$ cat config.mk
export PLATFORM = sky130hd
export DESIGN_NAME = uart_tx_fifo
export DESIGN_NICKNAME = d
export VERILOG_FILES = /design/src/rtl/uart_pkg.sv /design/src/rtl/sync_fifo.sv /design/src/rtl/uart_tx_fifo.sv
export SDC_FILE = /design/constraint.sdc
export NUM_CORES = 1
export LEC_CHECK = 0
export ABC_AREA = 1
export ABC_CLOCK_PERIOD_IN_PS = 4200
export CORE_UTILIZATION = 60
export CTS_CLUSTER_SIZE = 12
export DETAILED_ROUTE_END_ITERATION = 12
export PLACE_DENSITY_LB_ADDON = 0.08
export SLEW_MARGIN = 20
export SYNTH_ARGS = -nofsm -noshare
export SYNTH_HDL_FRONTEND = slang
export SYNTH_SLANG_ARGS = --single-unit
export TNS_END_PERCENT = 5
$ cat constraint.sdc
create_clock -name wb_clk_i -period 4.2 [get_ports wb_clk_i]
set_input_delay 0.63 -clock wb_clk_i [delete_from_list [all_inputs] [get_ports wb_clk_i]]
set_output_delay 0.63 -clock wb_clk_i [all_outputs]
set_load 0.1 [all_outputs]
$ cat src/rtl/uart_pkg.sv
// Shared types and constants for the UART transmit path.
`timescale 1ns/1ps
package uart_pkg;

    typedef enum logic [1:0] {
        IDLE  = 2'd0,
        START = 2'd1,
        DATA  = 2'd2,
        STOP  = 2'd3
    } tx_state_e;

    localparam int DATA_BITS    = 8;
    localparam int STOP_BITS    = 1;
    localparam int BAUD_DIV_SIM = 16;

endpackage

$ cat src/rtl/sync_fifo.sv
// Single-clock circular FIFO with occupancy count and first-word-fall-through head.
`timescale 1ns/1ps
module sync_fifo #(
    parameter int WIDTH = 8,
    parameter int DEPTH = 8,
    localparam int PTR_W = $clog2(DEPTH),
    localparam int LVL_W = PTR_W + 1
) (
    input  logic             clk,
    input  logic             srst,
    input  logic             push,
    input  logic             pop,
    input  logic [WIDTH-1:0] wdata,
    output logic [WIDTH-1:0] rdata,
    output logic [LVL_W-1:0] level,
    output logic             empty,
    output logic             full
);

    logic [WIDTH-1:0] mem [DEPTH];
    logic [PTR_W-1:0] wr_ptr_reg;
    logic [PTR_W-1:0] rd_ptr_reg;
    logic [LVL_W-1:0] level_reg;
    logic             push_ok;
    logic             pop_ok;

    assign empty   = (level_reg == '0);
    assign full    = (level_reg == LVL_W'(DEPTH));
    assign level   = level_reg;
    assign push_ok = push && !full;
    assign pop_ok  = pop && !empty;

    // The head is read combinationally so the consumer can capture it on the popping edge.
    assign rdata = mem[rd_ptr_reg];

    always_ff @(posedge clk) begin
        if (push_ok) begin
            mem[wr_ptr_reg] <= wdata;
        end
    end

    always_ff @(posedge clk) begin
        if (srst) begin
            wr_ptr_reg <= '0;
            rd_ptr_reg <= '0;
            level_reg  <= '0;
        end else begin
            if (push_ok) begin
                wr_ptr_reg <= wr_ptr_reg + PTR_W'(1);
            end
            if (pop_ok) begin
                rd_ptr_reg <= rd_ptr_reg + PTR_W'(1);
            end
            case ({push_ok, pop_ok})
                2'b10:   level_reg <= level_reg + LVL_W'(1);
                2'b01:   level_reg <= level_reg - LVL_W'(1);
                default: level_reg <= level_reg;
            endcase
        end
    end

endmodule

$ cat src/rtl/uart_tx_fifo.sv
// 8N1 UART transmitter fed from a small byte FIFO, with a per-frame latched baud divisor.
`timescale 1ns/1ps
module uart_tx_fifo
    import uart_pkg::*;
#(
    parameter int FIFO_DEPTH = 8,
    parameter int DIV_W      = 16,
    localparam int LVL_W     = $clog2(FIFO_DEPTH) + 1
) (
    input  logic             wb_clk_i,
    input  logic             wb_rst_i,
    input  logic [DIV_W-1:0] baud_div_i,
    input  logic             tx_en_i,
    input  logic [7:0]       wdata_i,
    input  logic             wvalid_i,
    output logic             wready_o,
    output logic             tx_o,
    output logic             busy_o,
    output logic [LVL_W-1:0] fifo_level_o,
    output logic             fifo_empty_o,
    output logic             fifo_full_o
);

    localparam int BIT_W = $clog2(DATA_BITS);

    tx_state_e              state_reg;
    logic [DIV_W-1:0]       div_reg;
    logic [DIV_W-1:0]       cnt_reg;
    logic [BIT_W-1:0]       bit_idx_reg;
    logic [DATA_BITS-1:0]   shift_reg;
    logic                   tx_reg;

    logic [DIV_W-1:0]       div_eff;
    logic [7:0]             fifo_rdata;
    logic                   fifo_empty;
    logic                   fifo_full;
    logic                   fifo_push;
    logic                   fifo_pop;
    logic                   cnt_last;
    logic                   stop_done;
    logic                   frame_go;

    sync_fifo #(
        .WIDTH (8),
        .DEPTH (FIFO_DEPTH)
    ) u_fifo (
        .clk   (wb_clk_i),
        .srst  (wb_rst_i),
        .push  (fifo_push),
        .pop   (fifo_pop),
        .wdata (wdata_i),
        .rdata (fifo_rdata),
        .level (fifo_level_o),
        .empty (fifo_empty),
        .full  (fifo_full)
    );

    assign div_eff   = (baud_div_i == '0) ? DIV_W'(1) : baud_div_i;
    assign cnt_last  = (cnt_reg == div_reg - DIV_W'(1));
    assign stop_done = (state_reg == STOP) && cnt_last && (bit_idx_reg == BIT_W'(STOP_BITS - 1));
    assign frame_go  = tx_en_i && !fifo_empty;
    // A new frame starts from IDLE or straight out of the last stop bit, so queued bytes go out gap-free.
    assign fifo_pop  = frame_go && ((state_reg == IDLE) || stop_done);
    assign fifo_push = wvalid_i && !fifo_full;

    assign wready_o     = !fifo_full;
    assign fifo_empty_o = fifo_empty;
    assign fifo_full_o  = fifo_full;
    assign tx_o         = tx_reg;
    assign busy_o       = (state_reg != IDLE);

    always_ff @(posedge wb_clk_i) begin
        if (wb_rst_i) begin
            state_reg   <= IDLE;
            div_reg     <= DIV_W'(1);
            cnt_reg     <= '0;
            bit_idx_reg <= '0;
            shift_reg   <= '0;
            tx_reg      <= 1'b1;
        end else if (fifo_pop) begin
            shift_reg   <= fifo_rdata;
            div_reg     <= div_eff;
            cnt_reg     <= '0;
            bit_idx_reg <= '0;
            state_reg   <= START;
            tx_reg      <= 1'b0;
        end else begin
            case (state_reg)
                IDLE: begin
                    tx_reg <= 1'b1;
                end
                START: begin
                    if (cnt_last) begin
                        cnt_reg     <= '0;
                        bit_idx_reg <= '0;
                        state_reg   <= DATA;
                        tx_reg      <= shift_reg[0];
                    end else begin
                        cnt_reg <= cnt_reg + DIV_W'(1);
                    end
                end
                DATA: begin
                    if (cnt_last) begin
                        cnt_reg <= '0;
                        if (bit_idx_reg == BIT_W'(DATA_BITS - 1)) begin
                            bit_idx_reg <= '0;
                            state_reg   <= STOP;
                            tx_reg      <= 1'b1;
                        end else begin
                            bit_idx_reg <= bit_idx_reg + BIT_W'(1);
                            shift_reg   <= shift_reg >> 1;
                            tx_reg      <= shift_reg[1];
                        end
                    end else begin
                        cnt_reg <= cnt_reg + DIV_W'(1);
                    end
                end
                STOP: begin
                    if (cnt_last) begin
                        cnt_reg <= '0;
                        if (bit_idx_reg == BIT_W'(STOP_BITS - 1)) begin
                            state_reg <= IDLE;
                            tx_reg    <= 1'b1;
                        end else begin
                            bit_idx_reg <= bit_idx_reg + BIT_W'(1);
                        end
                    end else begin
                        cnt_reg <= cnt_reg + DIV_W'(1);
                    end
                end
                default: begin
                    state_reg <= IDLE;
                    tx_reg    <= 1'b1;
                end
            endcase
        end
    end

endmodule
==> flow_summary.yaml, run 1 <==
cells_and_area:
  fill_cells: 738
  synthToLayoutAreaGrowth_pct: 16.9
  diodes: 0
  fin_nets: 804
  design_area_um2: 7250
  final_common_cell: "nand2_1"
  final_cell_mix: "nand2_1, nor2_1, inv_1"
  regArea_um2: 3100
  multi_input_area_um2: 2730
  layout-drive-gt1-share_pct: 6.99
  largest_reg_flops: 64
worst_setup_path:
  path_common_cell: "nand2_1"
  critPathLaunchType: "register"
  critPathRequiredTime_ps: 4620
  max_stage_delay_ps: 450
  cp_max_fo: 16
  end_kind: "register"
  cp_slowest_cell: "a21boi_4"
  crit_buf_inv: 2
  worstSetupPathType: "register to register"
  cp.arrival_ps: 3940
  critical_path.top_delay_family: "simple AND/OR/NAND/NOR gates"
  worstPathCellList: "inv_1 > ha_1 > inv_1 > nand2_1 > nand2_1 > nor2_1 > nand2_1 > nor2_1 > nand2_1 > nor2_1 > nand2_1 > nor2_4 > nand3_4 > a21boi_4 > ha_1 > xor2_1 > nand3b_1 > a21oi_1 > o21ai_0 > o21ai_0 > a21oi_1"
clock_network:
  clock_latency_ps: 530
  path_clk_slew_ps: 60
  clockBufferDepth: 2
  cts_setup_buffers: 0
  cts_resized: 0
  hold_buffers: 0
  cts_buffers: 17
  cts_root_buf: "clkbuf_8"
  clkSinkCount: 123
  htreeDepth: 4
  cts_tree: "built"
floorplanning:
  fp.dieArea_um2: 10800
  start_util_pct: 62.6
  top_level_ports: 37
  core_area_um2: 9910
  die_h_um: 104
  die_w_um: 104
  rows: 36
sta:
  slew_viol_final: 0
  fin_setup_tns_ps: 0
  finalHoldViolCount: 0
  min_period_over_period_pct: 83.8
  setup_slack_ps: 679
  min_period_ps: 3520
  fmax_mhz: 284
  setup-violations-final: 0
  maxSlewHeadroom_pct: 32.2
  rsz0062_at_grt: "false"
  tightest_slew_ps: 1010
  skew_ps: 5.19
logic_synthesis:
  synth_fp_nets: 771
  synth_edf_count: 64
  synth_xor_area_share_pct: 4.46
  ys.flop_type: "edfxtp_1"
  synthMuxAreaShare_pct: 0
  syn_area_um2: 6200
  synthSimpleGateAreaFrac_pct: 25.3
  ys_top_cells_by_area: "edfxtp_1, dfxtp_1, nand2_1"
  synth_cells: 726
  async_flop_share_pct: 0
  yosys.area.top_type: "edfxtp_1"
  synth_fa_ha_area_share_pct: 3.43
  synth_warnings: 0
  synthDistinctLibCells: 44
  postSynthAreaPerCell_um2: 8.55
  synth_top_family_by_area: "simple AND/OR/NAND/NOR gates"
  synth_seq_area_share_pct: 50.0
  ys_ff_latch: 123
  synth_top_area_share_pct: 31.0
  synth-compound-area-share_pct: 10.5
outcome:
  status: "completed"
power:
  leakage_nw: 2.88
  ir_drop_uv: 652
  p_total_w: 0.00524
  cellPowerDensity_nw_per_um2: 723
placement:
  pre_cts_ws_ps: 780
  numPortBuffers: 36
  gp_congestion: 0.876
  placed_cell_area_um2: 6640
  hpwlAfterDp_um: 9930
drt:
  wl_per_cell_um: 16.3
  initialDrtViolationCount: 408
  avgViaCountPerCell: 5.63
  drt-total-wl_um: 14800
  drc: 0
  vias: 5094
  ant_nets: 0
  firstDrtPassIters: 5
run:
  max-cap-violations: 0
min_path:
  min_path_type: "register to register"
grt:
  grt_pass1_wl_um: 24100
  gr-total-overflow: 0
  grt_util_all_layers_pct: 29.2
  grt_antenna_before_repair: 0
  grt_max_degree: 34
  grt_pass1_vias: 4962
per-stage QoR:
step	hold WS (ps)	utilization (%)	cells
6_report	490	73.2	905
5_1_grt	516	73.2	905
4_1_cts	489	73.2	905
3_5_place_dp	470	67.0	873
3_3_place_gp	468	67.0	873
2_1_floorplan	453	-	726
tightest hold or removal path, delay by kind of cell, from the launching register on:
family / cells / cell delay [ps]
AOI/OAI and AO/OA: 1 / 60
DFF: 1 / 310
and+or+nand+nor: 1 / 70
logic make-up (layout without fill, tap and decap cells):
family	Yosys count	count (layout)
simple gates	348	348
buf+inv	93	139
fa+ha+maj	17	17
compound gates	115	115
xor+xnor	30	30
flops	123	123
cell type report:
class	count	area share (%)
multi-input combinational	510	37.6
clock inverter	15	2.73
tap	133	2.29
sequential	123	42.8
clock buffer	17	5.71
timing repair buffer	40	5.38
inverter	67	3.47
Yosys cell counts (all sizes together) (5+ instances only):
library cell  count
a21oi            32
buf              11
clkbuf           15
dfxtp            59
edfxtp           64
ha               17
inv              66
nand2           159
nand3            47
nand3b           10
nand4            10
nor2             89
nor3             18
nor4             11
o21ai            59
o221ai            5
o22ai             8
xnor2             6
xor2             23
report_power, final:
| group | switching, W | leakage (nW) | internal [W] |
|---|---|---|---|
| clock network | 0.000552 | 0.284 | 0.000962 |
| logic | 0.00148 | 1.53 | 0.000664 |
| registers | 0.000154 | 1.06 | 0.00143 |
| total | 0.00219 | 2.88 | 0.00305 |
routing by layer:
| metal | global-route usage [%] | vias to the layer above | part of all wire, % |
|---|---|---|---|
| li1 | - | 2521 | - |
| met2 | 45.6 | 187 | 46 |
| met4 | 10.9 | 0 | 1.7 |
| met5 | 0 | - | 0 |
| met3 | 7.87 | 26 | 7.0 |
| met1 | 39.1 | 2360 | 46 |
worst paths after layout:
kind | from | endpoint | slack, ps | cells past startpoint
worst max-delay path | div_reg[0] | u_fifo.level[3] | 680 | 21
worst min-delay path | shift_reg[7] | shift_reg[7] | 490 | 2
worst max register to register | div_reg[0] | u_fifo.level[3] | 680 | 21
worst min register to register | shift_reg[7] | shift_reg[7] | 490 | 2
Power figures use the tool's default switching activity.
==> run 2, diff against run 1 <==
- ABC_CLOCK_PERIOD_IN_PS: 4200 -> 2800
- CORE_UTILIZATION: 60 -> 54
- clock period: 4.2 -> 2.8 ns (I/O delays scaled with it)
==> run 2 against run 1 <==
  * The flow now finishes with violations (setup timing)
  * Flip-flop and latch count is the same
  * Combinational power grew 61%
  * Die area rose by 11%
  * Cell count grew 4.1%
  * Sequential power grew 50%
  * Register-to-register slack lost 740 ps
  * Maximum frequency increased by 23%
  * Setup slack lost 740 ps
  * Largest power group unchanged
  * Critical path depth down 1
  * First-iteration DRC count fell by 0.98%
==> flow_summary.yaml, run 2 (same netlist as run 1, synthesis figures left out) <==
placement:
  hpwlAfterDp_um: 10200
  dp.cells: 908
  gp_congestion: 0.920
  numPortBuffers: 36
drt:
  avgViaCountPerCell: 5.54
  top_layer_used: "met4"
  initialDrtViolationCount: 404
  met2_length_um: 6610
  drt-total-wl_um: 14900
  vias: 5223
  ant_nets: 0
  firstDrtPassIters: 6
  drt-met1-wl_um: 7100
  drc: 0
  met3_length_um: 973
  wl_per_cell_um: 15.9
floorplanning:
  top_level_ports: 37
  die_h_um: 109
  rows: 38
  start_util_pct: 56.3
  die_w_um: 109
  core_area_um2: 11000
  fp.dieArea_um2: 11900
grt:
  grt_max_degree: 33
  grt_pass1_wl_um: 23700
  grt_antenna_before_repair: 0
  grt_util_all_layers_pct: 27.0
  grt_pass1_vias: 4858
  gr-total-overflow: 0
cells_and_area:
  fin_nets: 834
  final_util_pct: 68.5
  largest_reg_flops: 64
  final_common_cell: "nand2_1"
  layout-drive-gt1-share_pct: 14.1
  diodes: 0
  synthToLayoutAreaGrowth_pct: 21.8
  fin_cells: 942
  fill_cells: 907
  final_cell_mix: "nand2_1, nor2_1, edfxtp_1"
run:
  max-cap-violations: 0
sta:
  skew_ps: 10.7
  slew_viol_final: 0
  min_period_ps: 2860
  maxSlewHeadroom_pct: 48.4
  setup-violations-final: 2
  rsz0062_at_grt: "true"
  tightest_slew_ps: 773
  fmax_mhz: 350
  min_period_over_period_pct: 102
  finalHoldViolCount: 0
  setup_slack_ps: -58.8
clock_network:
  cts_root_buf: "clkbuf_16"
  htreeDepth: 4
  clockBufferDepth: 2
  path_clk_slew_ps: 60
  clkSinkCount: 123
  cts_buffers: 17
  clock_latency_ps: 430
  cts_tree: "built"
  hold_buffers: 0
outcome:
  violations: "setup timing"
  status: "complete, but fails checks"
worst_setup_path:
  end_kind: "register"
  rr_startpoint: "div_reg[0]"
  cp.arrival_ps: 3170
  worstSetupPathType: "register to register"
  critPathRequiredTime_ps: 3110
  critPathLaunchType: "register"
  crit_start: "div_reg[0]"
  cp_max_fo: 15
power:
  combPwrFrac_pct: 42.8
  seqPwrFrac_pct: 29.2
  cellPowerDensity_nw_per_um2: 1070
  leakage_nw: 3.04
  ir_drop_uv: 1580
  clkPwrFrac_pct: 28.0
  p_int_w: 0.00473
  switchingPower_w: 0.00336
  power.share.switching_pct: 41.5
min_path:
  min_path_type: "register to register"
  hp-start: "div_reg[15]"
run 2: through the flow:
stage                     TNS, ps  cell area (um2)  hold WS, ps  total power, W  setup WS [ps]
final                        -110             7560          486         0.00809          -58.8
after global placement          0             6880          462         0.00561           42.7
after floorplan            -11020             6260          453         0.00491           -417
after CTS                    -112             7510          486         0.00801          -57.0
after detailed placement    -84.6             6880          475         0.00570          -51.2
after global routing         -810             7560          513         0.00859           -291
run 2: worst max-delay path, stage by stage (launching register included):
cell and delay [ps]:
dfxtp_2 330, inv_2 50, ha_4 270, inv_2 40, nand2_2 70, nand2_2 60, nor2_2 120, nand2_1 60
nor2_1 100, nand2_1 60, nor2_1 120, nand2_1 100, nor2_4 160, nand3_4 90, a21boi_4 190, buf_6 200
ha_2 330, a21oi_1 120, o21ai_1 100, o21ai_1 130, a21oi_1 50
run 2: worst paths after layout:
| check | end | slack (ps) | cells after the start |
|---|---|---|---|
| worst max-delay path | u_fifo.level[3] | -60 | 20 |
| worst min-delay path | div_reg[15] | 490 | 2 |
| worst max register to register | u_fifo.level[3] | -60 | 20 |
| worst min register to register | div_reg[15] | 490 | 2 |
run 2: layout make-up:
cell class / count / area (um2) / share of cell area (%)
tap: 140 / 175 / 2.32
clock inverter: 15 / 188 / 2.48
sequential: 123 / 3120 / 41.2
timing repair buffer: 70 / 609 / 8.06
multi-input combinational: 510 / 2790 / 37.0
inverter: 67 / 251 / 3.33
clock buffer: 17 / 425 / 5.63
run 2: power by group through the flow:
stage	Clock (W)	Sequential (W)	Combinational, W
floorplan	0	0.00258	0.00233
CTS	0.00228	0.00236	0.00336
detailed placement	0	0.00239	0.00331
global route	0.00236	0.00240	0.00383
global placement	0	0.00238	0.00323
finish	0.00226	0.00237	0.00346
run 2: timing repair:
action / in CTS / in global routing
setup endpoints to repair: 2 / 4
pin swaps: 1 / 13
setup buffers: 0 / 2
gates resized for setup: 3 / 14
endpoints found under the hold margin: 0 / 0
run 2: per-layer routing:
metal / GRT usage [%] / vias to the layer above
li1: - / 2591
met1: 37.3 / 2443
met2: 41.2 / 164
met3: 6.81 / 25
met4: 9.05 / 0
met5: 0 / -
==> run 3, diff against run 2 <==
- ABC_CLOCK_PERIOD_IN_PS: 2800 -> 2390
- clock period: 2.8 -> 2.39 ns (I/O delays scaled with it)
==> run 3 against run 2 <==
  * The flow still finishes with violations (setup timing)
  * Combinational power grew 34%
  * Total power grew 20%
  * Setup slack worse by 290 ps
  * Global-route usage down 0.27 points
  * Wire length grew 0.71%
  * Via count rose by 3.7%
==> flow_summary.yaml, run 3 (same netlist as run 1, synthesis figures left out) <==
outcome:
  violations: "setup timing"
  status: "complete, but fails checks"
worst_setup_path:
  cp_max_fo: 3
  cp.arrival_ps: 3040
  worstSetupPathType: "register to register"
  crit_end: "u_fifo.level[3]"
  rr_startpoint: "div_reg[0]"
  reg2reg_slack_ps: -350
  rr_endpoint: "u_fifo.level[3]"
  crit_start: "div_reg[0]"
  critPathRequiredTime_ps: 2690
  r2r_cells: 21
  critPathLaunchType: "register"
  end_kind: "register"
clock_network:
  hold_buffers: 0
  cts_root_buf: "clkbuf_16"
  cts_tree: "built"
  path_clk_slew_ps: 60
  cts_buffers: 17
  clockBufferDepth: 2
  clkSinkCount: 123
  clock_latency_ps: 420
  htreeDepth: 4
sta:
  skew_ps: 7.02
  fin_setup_tns_ps: -1120
  fin_hold_ws_ps: 484
  tightest_slew_ps: 684
  rsz0062_at_grt: "true"
  finalHoldViolCount: 0
  setup_slack_ps: -349
  min_period_over_period_pct: 115
  setup-violations-final: 4
  min_period_ps: 2740
  slew_viol_final: 0
  fmax_mhz: 365
  maxSlewHeadroom_pct: 54.0
cells_and_area:
  final_cell_mix: "nand2_1, buf_4, nor2_1"
  design_area_um2: 8000
  multi_input_area_um2: 2890
  fill_cells: 830
  final_common_cell: "nand2_1"
  fin_nets: 883
  synthToLayoutAreaGrowth_pct: 28.9
  layout-drive-gt1-share_pct: 20.6
  regArea_um2: 3120
  largest_reg_flops: 64
  final_util_pct: 72.5
  diodes: 0
grt:
  grt_pass1_vias: 5047
  grt_max_degree: 33
  grt_antenna_before_repair: 0
  gr-total-overflow: 0
  grt_pass1_wl_um: 23900
  grt_util_all_layers_pct: 26.7
placement:
  hpwlAfterDp_um: 10500
  placed_cell_area_um2: 7270
  pre_cts_ws_ps: -428
  gp_congestion: 0.897
  numPortBuffers: 36
power:
  cellPowerDensity_nw_per_um2: 1220
  leakage_nw: 3.28
  ir_drop_uv: 1240
drt:
  ant_nets: 0
  drc: 0
  avgViaCountPerCell: 5.47
  vias: 5418
  wl_per_cell_um: 15.2
  drt-total-wl_um: 15000
  firstDrtPassIters: 5
  initialDrtViolationCount: 346
floorplanning:
  fp.dieArea_um2: 11900
  start_util_pct: 56.3
  die_w_um: 109
  rows: 38
  die_h_um: 109
  core_area_um2: 11000
  top_level_ports: 37
min_path:
  min_path_type: "register to register"
run:
  max-cap-violations: 0
## run 3: cell count changes in the layout (fill, tap and decap cells not counted), sizes merged
cell      delta
buf         +49
clkbuf       +6
bufinv       -3
clkinv       +3
clkinvlp     -3
inv          -3
## run 3: layout make-up
class / count / share of cell area (%)
clock buffers: 23 / 5.99
clock inverters: 9 / 0.798
flip-flops and latches: 123 / 39.0
multi-input cells: 510 / 36.2
repair buffers: 119 / 12.7
inverters: 67 / 3.15
well taps: 140 / 2.19
## run 3: how the worst min path moves through the flow
stage                            start            to  slack, ps  cells past startpoint
after floorplan           shift_reg[7]  shift_reg[7]        450                      2
after global placement    shift_reg[7]  shift_reg[7]        460                      2
after detailed placement   div_reg[15]   div_reg[15]        480                      2
after CTS                  div_reg[15]   div_reg[15]        480                      2
after global routing      shift_reg[5]  shift_reg[5]        510                      2
final                     shift_reg[5]  shift_reg[5]        480                      2
## run 3: metrics by stage
stage | power (W) | std cells
after global placement | 0.00701 | 958
after floorplan | 0.00575 | 726
after CTS | 0.00955 | 991
final | 0.00974 | 991
after global routing | 0.0104 | 991
after detailed placement | 0.00711 | 958
## run 3: per-layer routing
| layer | track usage, % | routed length [um] |
|---|---|---|
| met1 | 35.5 | 6870 |
| met2 | 42.7 | 7010 |
| met5 | 0 | 0 |
| met3 | 5.98 | 862 |
| met4 | 9.62 | 299 |
## run 3: critical path, cell delays in order (launching register included)
cell	delay, ps
dfxtp_2	330
inv_2	50
ha_4	260
inv_2	30
nand2_2	50
nand2_2	40
nor2_2	110
nand2_1	50
nor2_1	90
nand2_1	50
nor2_1	110
nand2_1	100
nor2_4	130
nand3_4	90
a21boi_4	170
ha_4	190
xor2_4	170
nand3b_1	120
a21oi_1	140
o21ai_1	100
o21ai_1	140
a21oi_1	50
## run 3: timing repair
item                                    CTS  global route
gates resized for setup                  13            37
cloned                                    0             0
buffers inserted                          1             0
pin swaps                                10             6
endpoints found under the setup margin   30            56
## run 3: where the power goes
group          switching, W  internal [W]
registers          0.000237       0.00253
logic               0.00285       0.00180
clock network      0.000916       0.00141
total               0.00400       0.00574
